### config.mk
export PLATFORM = sky130hd
export DESIGN_NAME = ttm4_register_bank
export DESIGN_NICKNAME = d
export VERILOG_FILES = /design/src/rtl/ttm4_pkg.sv /design/src/rtl/ttm4_register_bank_74hc161.sv /design/src/rtl/ttm4_register_bank.sv
export SDC_FILE = /design/constraint.sdc
export NUM_CORES = 1
export LEC_CHECK = 0
export ABC_AREA = 1
export CORE_UTILIZATION = 43
export DETAILED_ROUTE_END_ITERATION = 8
export PLACE_DENSITY = 0.81
export SLEW_MARGIN = 20
export SYNTH_ARGS = -nofsm -noshare
export SYNTH_HDL_FRONTEND = slang
export SYNTH_SLANG_ARGS = --single-unit
### constraint.sdc
create_clock -name CLK -period 1.6 [get_ports CLK]
set_input_delay 0.48 -clock CLK [delete_from_list [all_inputs] [get_ports CLK]]
set_output_delay 0.48 -clock CLK [all_outputs]
set_load 0.02 [all_outputs]
### src/rtl/ttm4_pkg.sv
// Shared constants for the TTM4 emulator: bus width, load-strobe bit positions
// and the program counter's power-on value.
package ttm4_pkg;

  localparam int TTM4_WIDTH = 4;

  localparam int LD_A   = 0;
  localparam int LD_B   = 1;
  localparam int LD_OUT = 2;
  localparam int LD_PC  = 3;

  localparam logic [3:0] PC_RESET_DEFAULT = 4'h0;

endpackage

### src/rtl/ttm4_register_bank_74hc161.sv
// Emulated 74HC161 4-bit synchronous counter: async clear, synchronous
// load, count when ENP&ENT, ripple carry gated by ENT only.
module LOGIC_74HC161
  import ttm4_pkg::*;
#(
  parameter int                 WIDTH     = TTM4_WIDTH,
  parameter logic [WIDTH-1:0]   CLR_VALUE = '0
) (
  input  logic             CLK,
  input  logic             nCLR,
  input  logic             nLOAD,
  input  logic             ENP,
  input  logic             ENT,
  input  logic [WIDTH-1:0] D,
  output logic [WIDTH-1:0] Q,
  output logic             RCO
);

  // Load has priority over counting, as on the real chip.
  always_ff @(posedge CLK or negedge nCLR) begin
    if (!nCLR) begin
      Q <= CLR_VALUE;
    end else if (!nLOAD) begin
      Q <= D;
    end else if (ENP && ENT) begin
      Q <= Q + WIDTH'(1);
    end
  end

  // RCO ignores ENP so a held PC still reports terminal count if ENT is high.
  assign RCO = ENT & (Q == {WIDTH{1'b1}});

endmodule

### src/rtl/ttm4_register_bank.sv
// TTM4 register section: A, B, output latch and PC as 74HC161 instances on
// the shared 4-bit bus, plus the carry flag flip-flop.
module ttm4_register_bank
  import ttm4_pkg::*;
#(
  parameter int               WIDTH    = TTM4_WIDTH,
  parameter logic [WIDTH-1:0] PC_RESET = PC_RESET_DEFAULT
) (
  input  logic             CLK,
  input  logic             nRST,
  input  logic [WIDTH-1:0] DATA,
  input  logic [3:0]       nLOAD,
  input  logic             HALT,
  input  logic             CARRY_IN,
  output logic [WIDTH-1:0] A_Q,
  output logic [WIDTH-1:0] B_Q,
  output logic [WIDTH-1:0] OUT_Q,
  output logic [WIDTH-1:0] PC_Q,
  output logic             C_FLAG,
  output logic             PC_RCO
);

  logic pc_en;
  logic unused_rco_a;
  logic unused_rco_b;
  logic unused_rco_out;

  assign pc_en = ~HALT;

  // Data registers have their count enables tied low: load or hold only.
  LOGIC_74HC161 #(.WIDTH(WIDTH), .CLR_VALUE('0)) u_reg_a (
    .CLK(CLK), .nCLR(nRST), .nLOAD(nLOAD[LD_A]), .ENP(1'b0), .ENT(1'b0),
    .D(DATA), .Q(A_Q), .RCO(unused_rco_a)
  );

  LOGIC_74HC161 #(.WIDTH(WIDTH), .CLR_VALUE('0)) u_reg_b (
    .CLK(CLK), .nCLR(nRST), .nLOAD(nLOAD[LD_B]), .ENP(1'b0), .ENT(1'b0),
    .D(DATA), .Q(B_Q), .RCO(unused_rco_b)
  );

  LOGIC_74HC161 #(.WIDTH(WIDTH), .CLR_VALUE('0)) u_reg_out (
    .CLK(CLK), .nCLR(nRST), .nLOAD(nLOAD[LD_OUT]), .ENP(1'b0), .ENT(1'b0),
    .D(DATA), .Q(OUT_Q), .RCO(unused_rco_out)
  );

  LOGIC_74HC161 #(.WIDTH(WIDTH), .CLR_VALUE(PC_RESET)) u_reg_pc (
    .CLK(CLK), .nCLR(nRST), .nLOAD(nLOAD[LD_PC]), .ENP(pc_en), .ENT(pc_en),
    .D(DATA), .Q(PC_Q), .RCO(PC_RCO)
  );

  // Carry flag behaves like a 74HC74 whose clock is qualified by ~HALT.
  always_ff @(posedge CLK or negedge nRST) begin
    if (!nRST) begin
      C_FLAG <= 1'b0;
    end else if (!HALT) begin
      C_FLAG <= CARRY_IN;
    end
  end

endmodule

==> impl_results.md, run 1 <==
* Max-cap violations at 0
* Worst-path clk slew at 0.10 ns
* Post-CTS Setup Repair Bufs at 0
* Cells after synthesis at 75
* YS warnings at 0
* # rows at 14
* Tot GR Track Use at between 20% and 30%
* RSZ-0062 raised after global routing: yes
* Internal Power at 0.677 mW
* CP Launch Type: primary input
* Clock buffer depth at 2
* Minimum clock period at 1.64 ns
* Final Skew at approximately 0.00071 ns
* Reg-to-reg slack, setup at 0.56 ns
* Top-count cell post-synth: nand2_1
* Clk_lat worst skew at approximately 0.28 ns
* CTS H-tree depth at 1
* Worst EP arrival at 1.16 ns
* Max Freq at 609 MHz
* CP max FO at 2
* Avg Cell Area, Syn at 9.39 um2
* Simple-gate share of the synthesized area at 15.8%
* Largest family of logic cells by synthesized area: simple AND/OR/NAND/NOR gates
* Slew headroom at between 80% and 90%
* Compound-Gate Fraction of Synth Area at 13.3%
* Detailed placement HPWL at 1230 um
* Multi-input gate area at about 240 um2
* Clk pwr share at 23.4%
* Leakage at 0.535 nW
* Ys flop type: dfrtp_1
* Via-per-instance ratio at 4.80
* Crit path required time at 1.12 ns
* EDFF count, synth at 0
* Nets@finish at 129
* Pins Over Slew Limit at 0
* Seq. cell area at about 430 um2
* Logic pwr share at 26.4%
* #FFs+latches synth at 17
* Yosys cell types at 15
* Worst Setup Slack, final at -0.0409 ns
* Via count at ~630
* Area fraction of the dominant cell type after synthesis at 60.4%
* Crit. End Element: output pin
* Yosys top cell by area: dfrtp_1
* Placed cell count at 127
* Num Clock Sinks at 17
* Worst vdd ir at 0.558 mV
* Drt pass-1 iters at 4
* First-pass GRT wire length at 2700 um
* Adder-cell share of the synthesized area at 1.78%
* Initial Util at 46.2%
* Mux contribution to synthesized area at roughly 1.6%
* DRC Markers at 0
* TritonCTS clock tree: built
* Post-synthesis sequential area ratio at 60.4%
* Final Power at 0.979 mW
* Failing checks: negative setup slack
* Fill count at 131
* Worst min path class: reg2reg
* Core Footprint at 1520 um2
* Initial DRC count at 11
* DP Worst Slack at -0.496 ns
* Fin crit share at 103%
* Sw frac at 30.9%
* Net count after synthesis at 88
* Type of the worst setup path: in2out
* Die area at 1800 um2
* Net switching power at between 0.3 and 0.4 mW
* TritonCTS Buffers at 3
* Post-synth top cells: 20 x nand2_1, 17 x dfrtp_1, 12 x o21ai_0
* Io pins at 30
* Ant. Diodes at 0
* Die Ht at ~42 um
* Layout area overhead at 50.3%
* Port-buffer cells at 29
* Post-Syn Area at 704 um2
* Total grt overflow at 0
* Post-Synth XOR/XNOR Area at 1.24%
* Largest net degree at the start of global routing at 18
* Flop pwr share at 50.2%
* Wire length per cell at 12.2 um
* Placer Congestion at between 0.8 and 0.9
* Slew @ Worst Pin at between 0.2 and 0.25 ns
* Status: finished, violations left
* Antenna viol nets, final at 0
* Async set-reset flop share out of synthesis at 100%
* Layout cells sized above 1 at 19.1%
* Cts hold-fix bufs at 0
* Final Instance Count excl. Fillers at 131
* Final Setup Violations at 1
* Die Width at 42.5 um
* Min Hold Slack at ~0.5 ns
* Antenna violations before repair at 0
* PD cells at 925 nW/um2
* Leading post-synthesis cells by cell area: dfrtp_1 60%, nand2_1 11%, o21ai_0 8.5%
* DRT Wirelength at 1600 um
* Root cell of the clock tree: clkbuf_4
* Final hold vios at 0
* Vias in the first global route at between 500 and 600
==> worst max-delay path: stages <==
cell             delay [ns]
clkdlybuf4s50_1        0.48
nor2_1                 0.05
buf_4                  0.15
==> cell usage in the layout, fill, tap and decap left out <==
| cell type | synthesis | routed |
|---|---|---|
| nand2_1 | 20 | 20 |
| ha_2 | 0 | 1 |
| xnor2_1 | 1 | 1 |
| nor2_1 | 1 | 1 |
| clkbuf_2 | 0 | 2 |
| clkbuf_4 | 0 | 3 |
| inv_1 | 9 | 9 |
| dlygate4sd2_1 | 0 | 13 |
| o21ai_2 | 1 | 1 |
| mux2_2 | 1 | 1 |
| buf_2 | 0 | 2 |
| nor2_2 | 1 | 1 |
| o211ai_1 | 2 | 2 |
| clkinv_2 | 0 | 1 |
| buf_4 | 0 | 8 |
| o21ai_0 | 12 | 12 |
| clkdlybuf4s50_1 | 0 | 11 |
| inv_2 | 2 | 2 |
| o21ai_1 | 2 | 2 |
| nand3_1 | 4 | 4 |
| dfrtp_1 | 17 | 17 |
| nand4_1 | 1 | 1 |
==> power groups by stage <==
stage	Sequential, mW	Clock (mW)	Combinational, mW
floorplan	0.560	0	0.0607
global route	0.498	0.249	0.283
finish	0.491	0.229	0.259
detailed placement	0.501	0	0.292
CTS	0.492	0.240	0.269
global placement	0.499	0	0.287
==> repair_timing <==
| action | CTS | global route |
|---|---|---|
| gates resized for setup | 29 | 4 |
| endpoints found under the setup margin | 18 | 5 |
| gates cloned | 0 | 0 |
| endpoints found under the hold margin | 0 | 0 |
==> flip-flops by register name, indices dropped and copies added, names as in the netlist <==
name,cells
u_reg_a.Q,4
C_FLAG,1
u_reg_pc.Q,4
u_reg_out.Q,4
u_reg_b.Q,4
==> cells by family (layout without fill, tap and decap cells) <==
group	count (synthesis)	in the layout
simple gates	27	27
compound gates	17	17
flops	17	17
buf+inv	11	51
fa+ha+maj	1	1
xor+xnor	1	1
mux	1	1
==> routing by layer <==
layer | global-route usage (%) | routed length (um) | vias to the layer above | part of all wire [%]
li1 | - | - | 322 | -
met1 | 26.8 | 719 | 286 | 45
met2 | 32.9 | 798 | 19 | 50
met3 | 4.31 | 63 | 2 | 3.9
met4 | 5.63 | 14 | 0 | 0.88
met5 | 0 | 0 | - | 0
==> layout make-up <==
| class | count | area share [%] |
|---|---|---|
| Inverter | 11 | 3.90 |
| Timing Repair Buffer | 36 | 28.7 |
| Clock inverter | 1 | 0.473 |
| Clock buffer | 3 | 2.13 |
| Sequential cell | 17 | 40.2 |
| Multi-Input combinational cell | 47 | 22.7 |
| Tap cell | 16 | 1.89 |
==> through the flow <==
step	instance area [um2]	utilization [%]	setup TNS (ns)
2_1_floorplan	704	-	0
3_3_place_gp	1070	70.0	-0.478
3_5_place_dp	1070	70.0	-0.496
4_1_cts	1080	70.9	-0.0442
5_1_grt	1060	69.5	-0.0867
6_report	1060	69.5	-0.0409
==> worst paths after layout <==
path	depth (start not counted)	startpoint	to
max	3	HALT	PC_RCO
min	2	u_reg_b.Q[0]$_DFFE_PN0N_	u_reg_b.Q[0]$_DFFE_PN0N_
max reg2reg	4	u_reg_pc.Q[0]$_DFFE_PN0P_	u_reg_pc.Q[2]$_DFFE_PN0P_
min reg2reg	2	u_reg_b.Q[0]$_DFFE_PN0N_	u_reg_b.Q[0]$_DFFE_PN0N_
max in group asynchronous	2	nRST	u_reg_pc.Q[3]$_DFFE_PN0P_
min in group asynchronous	2	nRST	u_reg_b.Q[3]$_DFFE_PN0N_
Note: power is estimated with default switching activity, not from simulation.
==> run 2, diff against run 1 <==
--- a/config.mk
+++ b/config.mk
@@ -8,6 +8,7 @@
 export ABC_AREA = 1
 export CORE_UTILIZATION = 43
 export DETAILED_ROUTE_END_ITERATION = 8
+export GPL_ROUTABILITY_DRIVEN = 1
 export PLACE_DENSITY = 0.81
 export SLEW_MARGIN = 20
 export SYNTH_ARGS = -nofsm -noshare
==> constraint.sdc (replaced) <==
create_clock -name CLK -period 1.6 [get_ports CLK]
set_input_delay 0.32 -clock CLK [delete_from_list [all_inputs] [get_ports CLK]]
set_output_delay 0.32 -clock CLK [all_outputs]
set_load 0.02 [all_outputs]
==> impl_results.md, run 2 (synthesis results as in run 1) <==
* Pins Over Slew Limit at 0 (unchanged)
* Slew headroom at 84.0% (was 84.4%)
* CP Launch Type: register (was primary input)
* Num Clock Sinks at 17 (unchanged)
* Worst EP arrival at 1.25 ns (was 1.16 ns)
* Layout cells sized above 1 at 14.0% (was 19.1%)
* Worst path depth at 1 (was 3)
* Layout area overhead at 56.1% (was 50.3%)
* Placed cell count at 126 (was 127)
* Total grt overflow at 0 (unchanged)
* DRC Markers at 0 (unchanged)
* Die Ht at 42.5 um (unchanged)
* Crit. End Element: output pin (unchanged)
* Crit path required time at 1.28 ns (was 1.12 ns)
* RSZ-0062 raised after global routing: no (was yes)
* Initial DRC count at 18 (was 11)
* Fill count at 127 (was 131)
* Initial Util at 46.2% (unchanged)
* Worst vdd ir at 0.660 mV (was 0.558 mV)
* Worst-path clk slew at 0.10 ns (about the same)
* Via-per-instance ratio at 4.89 (was 4.80)
* TritonCTS clock tree: built (unchanged)
* Via count at 636 (was 629)
* Max-cap violations at 0 (unchanged)
* DRT Wirelength at 1570 um (was 1600 um)
* Drt pass-1 iters at 4 (unchanged)
* Clock buffer depth at 2 (unchanged)
* Design area at 1100 um2 (was 1060 um2)
* Core Footprint at 1520 um2 (unchanged)
* Antenna violations before repair at 0 (unchanged)
* Status: complete, no violations (was finished, violations left)
* Final Skew at 0.000535 ns (was 0.000707 ns)
* Post-CTS Setup Repair Bufs at 0 (unchanged)
* Nets@finish at 128 (was 129)
* CP top delay family: buffers and inverters (unchanged)
* Multi-input gate area at 238 um2 (was 240 um2)
* Die area at 1800 um2 (unchanged)
* Io pins at 30 (unchanged)
* Ant. Diodes at 0 (unchanged)
* Slew @ Worst Pin at 0.239 ns (was 0.233 ns)
* Reg2Reg Depth at 4 (unchanged)
* Detailed placement HPWL at 1210 um (was 1230 um)
* Root cell of the clock tree: clkbuf_4 (unchanged)
* Tot GR Track Use at 19.2% (was 20.1%)
* TritonCTS Buffers at 3 (unchanged)
* Die Width at 42.5 um (unchanged)
* Minimum clock period at 1.57 ns (was 1.64 ns)
* Leakage at 0.625 nW (was 0.535 nW)
* Largest stage delay, worst path at 0.60 ns (was 0.48 ns)
* Most common library cell in the layout ignoring fill and taps: nand2_1 (unchanged)
* Final Instance Count excl. Fillers at 130 (was 131)
* Vias in the first global route at 587 (was 598)
* Area after DPL at 1060 um2 (was 1070 um2)
* Max Freq at 638 MHz (was 609 MHz)
* Fin crit share at 97.9% (was 103%)
* Final Setup Violations at 0 (was 1)
* Most frequent cells in the layout: 20 x nand2_1, 17 x dfrtp_1, 12 x o21ai_0, 12 x clkdlybuf4s50_1, 10 x dlymetal6s2s_1 (was 20 x nand2_1, 17 x dfrtp_1, 13 x dlygate4sd2_1)
* CTS H-tree depth at 1 (unchanged)
* Antenna viol nets, final at 0 (unchanged)
* CP Cell Sequence: clkdlybuf4s50_1 (was clkdlybuf4s50_1, nor2_1, buf_4)
* Clk_lat worst skew at 0.29 ns (was 0.28 ns)
* Largest net degree at the start of global routing at 18 (unchanged)
* Min Hold Slack at 0.329 ns (was 0.485 ns)
* Worst min path class: in2async (was reg2reg)
* First-pass GRT wire length at 2500 um (was 2700 um)
* Seq. cell area at 425 um2 (unchanged)
* Placer Congestion at 0.783 (was 0.802)
* CP max-delay cell: clkdlybuf4s50_1 (unchanged)
* Buffers and inverters on the worst path at 1 (was 2)
* Wire length per cell at 12.0 um (was 12.2 um)
* CP max FO at 2 (unchanged)
* Cts hold-fix bufs at 0 (unchanged)
* Port-buffer cells at 29 (unchanged)
* PD cells at 906 nW/um2 (was 925 nW/um2)
* # rows at 14 (unchanged)
* Final hold vios at 0 (unchanged)
* Type of the worst setup path: reg2out (was in2out)
==> run 2: repair_timing <==
item	4_1_cts	5_1_grt
setup endpoints to repair	7	11
gates cloned	0	0
gates resized for setup	9	11
==> run 2: metrics by stage <==
step | worst slack, ns | util [%] | TNS (ns) | power [mW]
4_1_cts | 0.00163 | 70.9 | 0 | 1.01
5_1_grt | 0.000850 | 72.2 | 0 | 1.04
3_5_place_dp | -0.177 | 69.5 | -0.177 | 0.789
3_3_place_gp | -0.158 | 69.5 | -0.158 | 0.782
2_1_floorplan | 0.195 | - | 0 | 0.621
6_report | 0.0332 | 72.2 | 0 | 0.996
==> run 2: routing by layer <==
layer	wire length [um]	GRT usage [%]	share of wire, %
met1	712	24.2	45
met2	756	30.2	48
met3	72	4.31	4.6
met4	25	11.3	1.6
met5	0	0	0
==> run 2: layout make-up <==
cell class                      count  area share [%]
Tap cell                           16            1.82
Inverter                           11            3.75
Multi-Input combinational cell     47            21.6
Clock buffer                        3            2.05
Sequential cell                    17            38.7
Timing Repair Buffer               35            31.6
Clock inverter                      1           0.455
==> run 2: worst paths after layout <==
kind | startpoint | to | slack [ns]
hold / removal | nRST | u_reg_out.Q[2]$_DFFE_PN0N_ | 0.33
setup / recovery | u_reg_b.Q[0]$_DFFE_PN0N_ | B_Q[0] | 0.03
min in group CLK | u_reg_out.Q[3]$_DFFE_PN0N_ | u_reg_out.Q[3]$_DFFE_PN0N_ | 0.48
setup reg to reg | u_reg_pc.Q[0]$_DFFE_PN0P_ | u_reg_pc.Q[2]$_DFFE_PN0P_ | 0.55
max in group asynchronous | nRST | u_reg_pc.Q[3]$_DFFE_PN0P_ | 1.08
hold reg to reg | u_reg_out.Q[3]$_DFFE_PN0N_ | u_reg_out.Q[3]$_DFFE_PN0N_ | 0.48
==> run 2: report_power, final <==
group          switching [mW]  internal [mW]
combinational           0.142          0.125
clock                   0.144         0.0933
sequential             0.0217          0.471
==> run 3, diff against run 2 <==
--- a/config.mk
+++ b/config.mk
@@ -6,11 +6,12 @@
 export NUM_CORES = 1
 export LEC_CHECK = 0
 export ABC_AREA = 1
-export CORE_UTILIZATION = 43
+export CORE_UTILIZATION = 51
 export DETAILED_ROUTE_END_ITERATION = 8
 export GPL_ROUTABILITY_DRIVEN = 1
-export PLACE_DENSITY = 0.81
+export PLACE_DENSITY = 0.84
 export SLEW_MARGIN = 20
 export SYNTH_ARGS = -nofsm -noshare
 export SYNTH_HDL_FRONTEND = slang
+export SYNTH_HIERARCHICAL = 1
 export SYNTH_SLANG_ARGS = --single-unit
==> impl_results.md, run 3 <==
* Final Instance Count excl. Fillers at 226 (was 130)
* Initial DRC count at 22 (was 18)
* Antenna violations before repair at 0 (unchanged)
* Drt pass-1 iters at 4 (unchanged)
* Antenna viol nets, final at 0 (unchanged)
* Total grt overflow at 0 (unchanged)
* Status: complete, no violations (unchanged)
* Io pins at 30 (unchanged)
* Most frequent cells in the layout: 62 x nand2_1, 17 x dfrtp_1, 16 x dlygate4sd2_1, 16 x nand3_1, 12 x inv_1 (was 20 x nand2_1, 17 x dfrtp_1, 12 x o21ai_0, 12 x clkdlybuf4s50_1, 10 x dlymetal6s2s_1)
* Clk_lat worst skew at 0.28 ns (was 0.29 ns)
* Layout area overhead at 35.4% (was 56.1%)
* DRC Markers at 0 (unchanged)
* Fin crit share at 93.6% (was 97.9%)
* Crit Reg-Reg Endpoint: u_reg_a/Q[1]$_DFFE_PN0P_ (was u_reg_pc.Q[2]$_DFFE_PN0P_)
* Clock buffer depth at 2 (unchanged)
* Crit. End Element: output pin (unchanged)
* Wire length per cell at 10.8 um (was 12.0 um)
* Die area at 2320 um2 (was 1800 um2)
* Max Freq at 668 MHz (was 638 MHz)
* Placed cell count at 222 (was 126)
* CP Cell Sequence: ha_1, nand2_1, nor2_1, buf_2 (was clkdlybuf4s50_1)
* Met2 usage at 39.5% (was 30.2%)
* RSZ-0062 raised after global routing: no (unchanged)
* TritonCTS clock tree: built (unchanged)
* Reg2Reg Depth at 3 (was 4)
* Placer Congestion at 0.809 (was 0.783)
* Die Ht at 48.2 um (was 42.5 um)
* GR Layer Usage met1 at 29.1% (was 24.2%)
* Minimum clock period at 1.50 ns (was 1.57 ns)
* DP Worst Slack at -0.284 ns (was -0.177 ns)
* Final hold vios at 0 (unchanged)
* YS warnings at 6 (was 0)
* Cells after synthesis at 156 (was 75)
* CTS H-tree depth at 1 (unchanged)
* Logic pwr share at 35.6% (was 26.8%)
* Detailed placement HPWL at 1870 um (was 1210 um)
* Met3 Track Usage GR at 3.33% (was 4.31%)
* Root cell of the clock tree: clkbuf_4 (unchanged)
* Fill count at 162 (was 127)
* Worst vdd ir at 0.522 mV (was 0.660 mV)
* First-pass GRT wire length at 3660 um (was 2500 um)
* Worst min path class: in2async (unchanged)
* Reg-to-reg slack, setup at 0.47 ns (was 0.55 ns)
* CP Launch Type: register (unchanged)
* Flop pwr share at 45.6% (was 49.4%)
* Layout cells sized above 1 at 14.6% (was 14.0%)
* Vias in the first global route at 895 (was 587)
* Final Power at 1.22 mW (was 0.996 mW)
* Worst Setup Slack, final at 0.102 ns (was 0.0332 ns)
* Type of the worst setup path: reg2out (unchanged)
* Sw frac at 37.4% (was 30.8%)
* Largest net degree at the start of global routing at 18 (unchanged)
* Largest stage delay, worst path at 0.40 ns (was 0.60 ns)
* Via count at 1104 (was 636)
* Worst r2r src: u_reg_a/Q[0]$_DFFE_PN0P_ (was u_reg_pc.Q[0]$_DFFE_PN0P_)
* TritonCTS Buffers at 3 (unchanged)
* Initial Util at 54.9% (was 46.2%)
* Ant. Diodes at 0 (unchanged)
* Crit path required time at 1.28 ns (about the same)
* Area after DPL at 1470 um2 (was 1060 um2)
* Avg Cell Area, Syn at 6.97 um2 (was 9.39 um2)
* Worst-path clk slew at 0.11 ns (was 0.10 ns)
* Most common library cell in the layout ignoring fill and taps: nand2_1 (unchanged)
* Final Setup Violations at 0 (unchanged)
* Leakage at 0.819 nW (was 0.625 nW)
* GRT busiest layer: met2 (unchanged)
* Tot GR Track Use at 22.9% (was 19.2%)
* Net switching power at 0.455 mW (was 0.307 mW)
* PD cells at 827 nW/um2 (was 906 nW/um2)
* Die Width at 48.2 um (was 42.5 um)
* DRT Wirelength at 2440 um (was 1570 um)
* Worst EP arrival at 1.18 ns (was 1.25 ns)
* Pins Over Slew Limit at 0 (unchanged)
* Num Clock Sinks at 17 (unchanged)
* Via-per-instance ratio at 4.88 (was 4.89)
* Cts hold-fix bufs at 0 (unchanged)
* # rows at 16 (was 14)
* Design area at 1470 um2 (was 1100 um2)
* Nets@finish at 216 (was 128)
* Clk pwr share at 18.8% (was 23.8%)
* Internal Power at 0.763 mW (was 0.689 mW)
* Max-cap violations at 0 (unchanged)
* CP max-delay cell: dfrtp_1 (was clkdlybuf4s50_1)
* Core Footprint at 1980 um2 (was 1520 um2)
* Final Skew at 0.000174 ns (was 0.000535 ns)
* Port-buffer cells at 29 (unchanged)
* CP max FO at 2 (unchanged)
* Post-Syn Area at 1090 um2 (was 704 um2)
==> run 3: how the worst max path moves through the flow <==
stage | start | end | slack, ns | cells past startpoint
2_1_floorplan | u_reg_pc/Q[0]$_DFFE_PN0P_ | PC_RCO | 0.20 | 3
3_3_place_gp | HALT | PC_RCO | -0.25 | 5
3_5_place_dp | HALT | PC_RCO | -0.28 | 5
4_1_cts | C_FLAG$_DFFE_PN0N_ | C_FLAG | 0.03 | 1
5_1_grt | u_reg_pc/Q[0]$_DFFE_PN0P_ | PC_RCO | 0.02 | 4
6_report | u_reg_pc/Q[0]$_DFFE_PN0P_ | PC_RCO | 0.10 | 4
==> run 3: layer usage <==
layer  part of all wire [%]  vias up
met2                     51       34
met5                      0        -
met3                    4.7        4
met4                    1.1        0
met1                     43      494
li1                       -      572
==> run 3: critical path, delay by kind of cell, from the launching register on <==
family	cells	cell delay (ns)
fa+ha+maj	1	0.21
flops	1	0.40
simple gates	2	0.14
buf+inv	1	0.15
==> run 3: per-stage QoR <==
step	setup TNS (ns)	hold slack, ns	util (%)
after global routing	0	0.370	74.3
final	0	0.344	74.3
after detailed placement	-0.284	0.483	74.1
after global placement	-0.254	0.474	74.1
after CTS	0	0.344	74.2
after floorplan	0	0.0244	-
==> run 3: layout make-up <==
class	count	area, um2	area share, %
clock buffers	3	22.5	1.53
clock inverters	1	5.00	0.340
inverters	21	78.8	5.35
multi-input cells	123	602	40.9
flip-flops and latches	17	425	28.9
well taps	27	33.8	2.29
repair buffers	34	305	20.7
==> run 3: power groups by stage <==
stage | combinational [mW] | clock (mW) | sequential [mW]
floorplan | 0.176 | 0 | 0.633
global placement | 0.463 | 0 | 0.561
detailed placement | 0.472 | 0 | 0.564
CTS | 0.433 | 0.240 | 0.555
global route | 0.486 | 0.261 | 0.567
finish | 0.434 | 0.229 | 0.555
==> run 3: repair_timing <==
item | CTS | global route
endpoints found under the setup margin | 17 | 1
gates resized for setup | 20 | 1
buffers inserted | 0 | 0
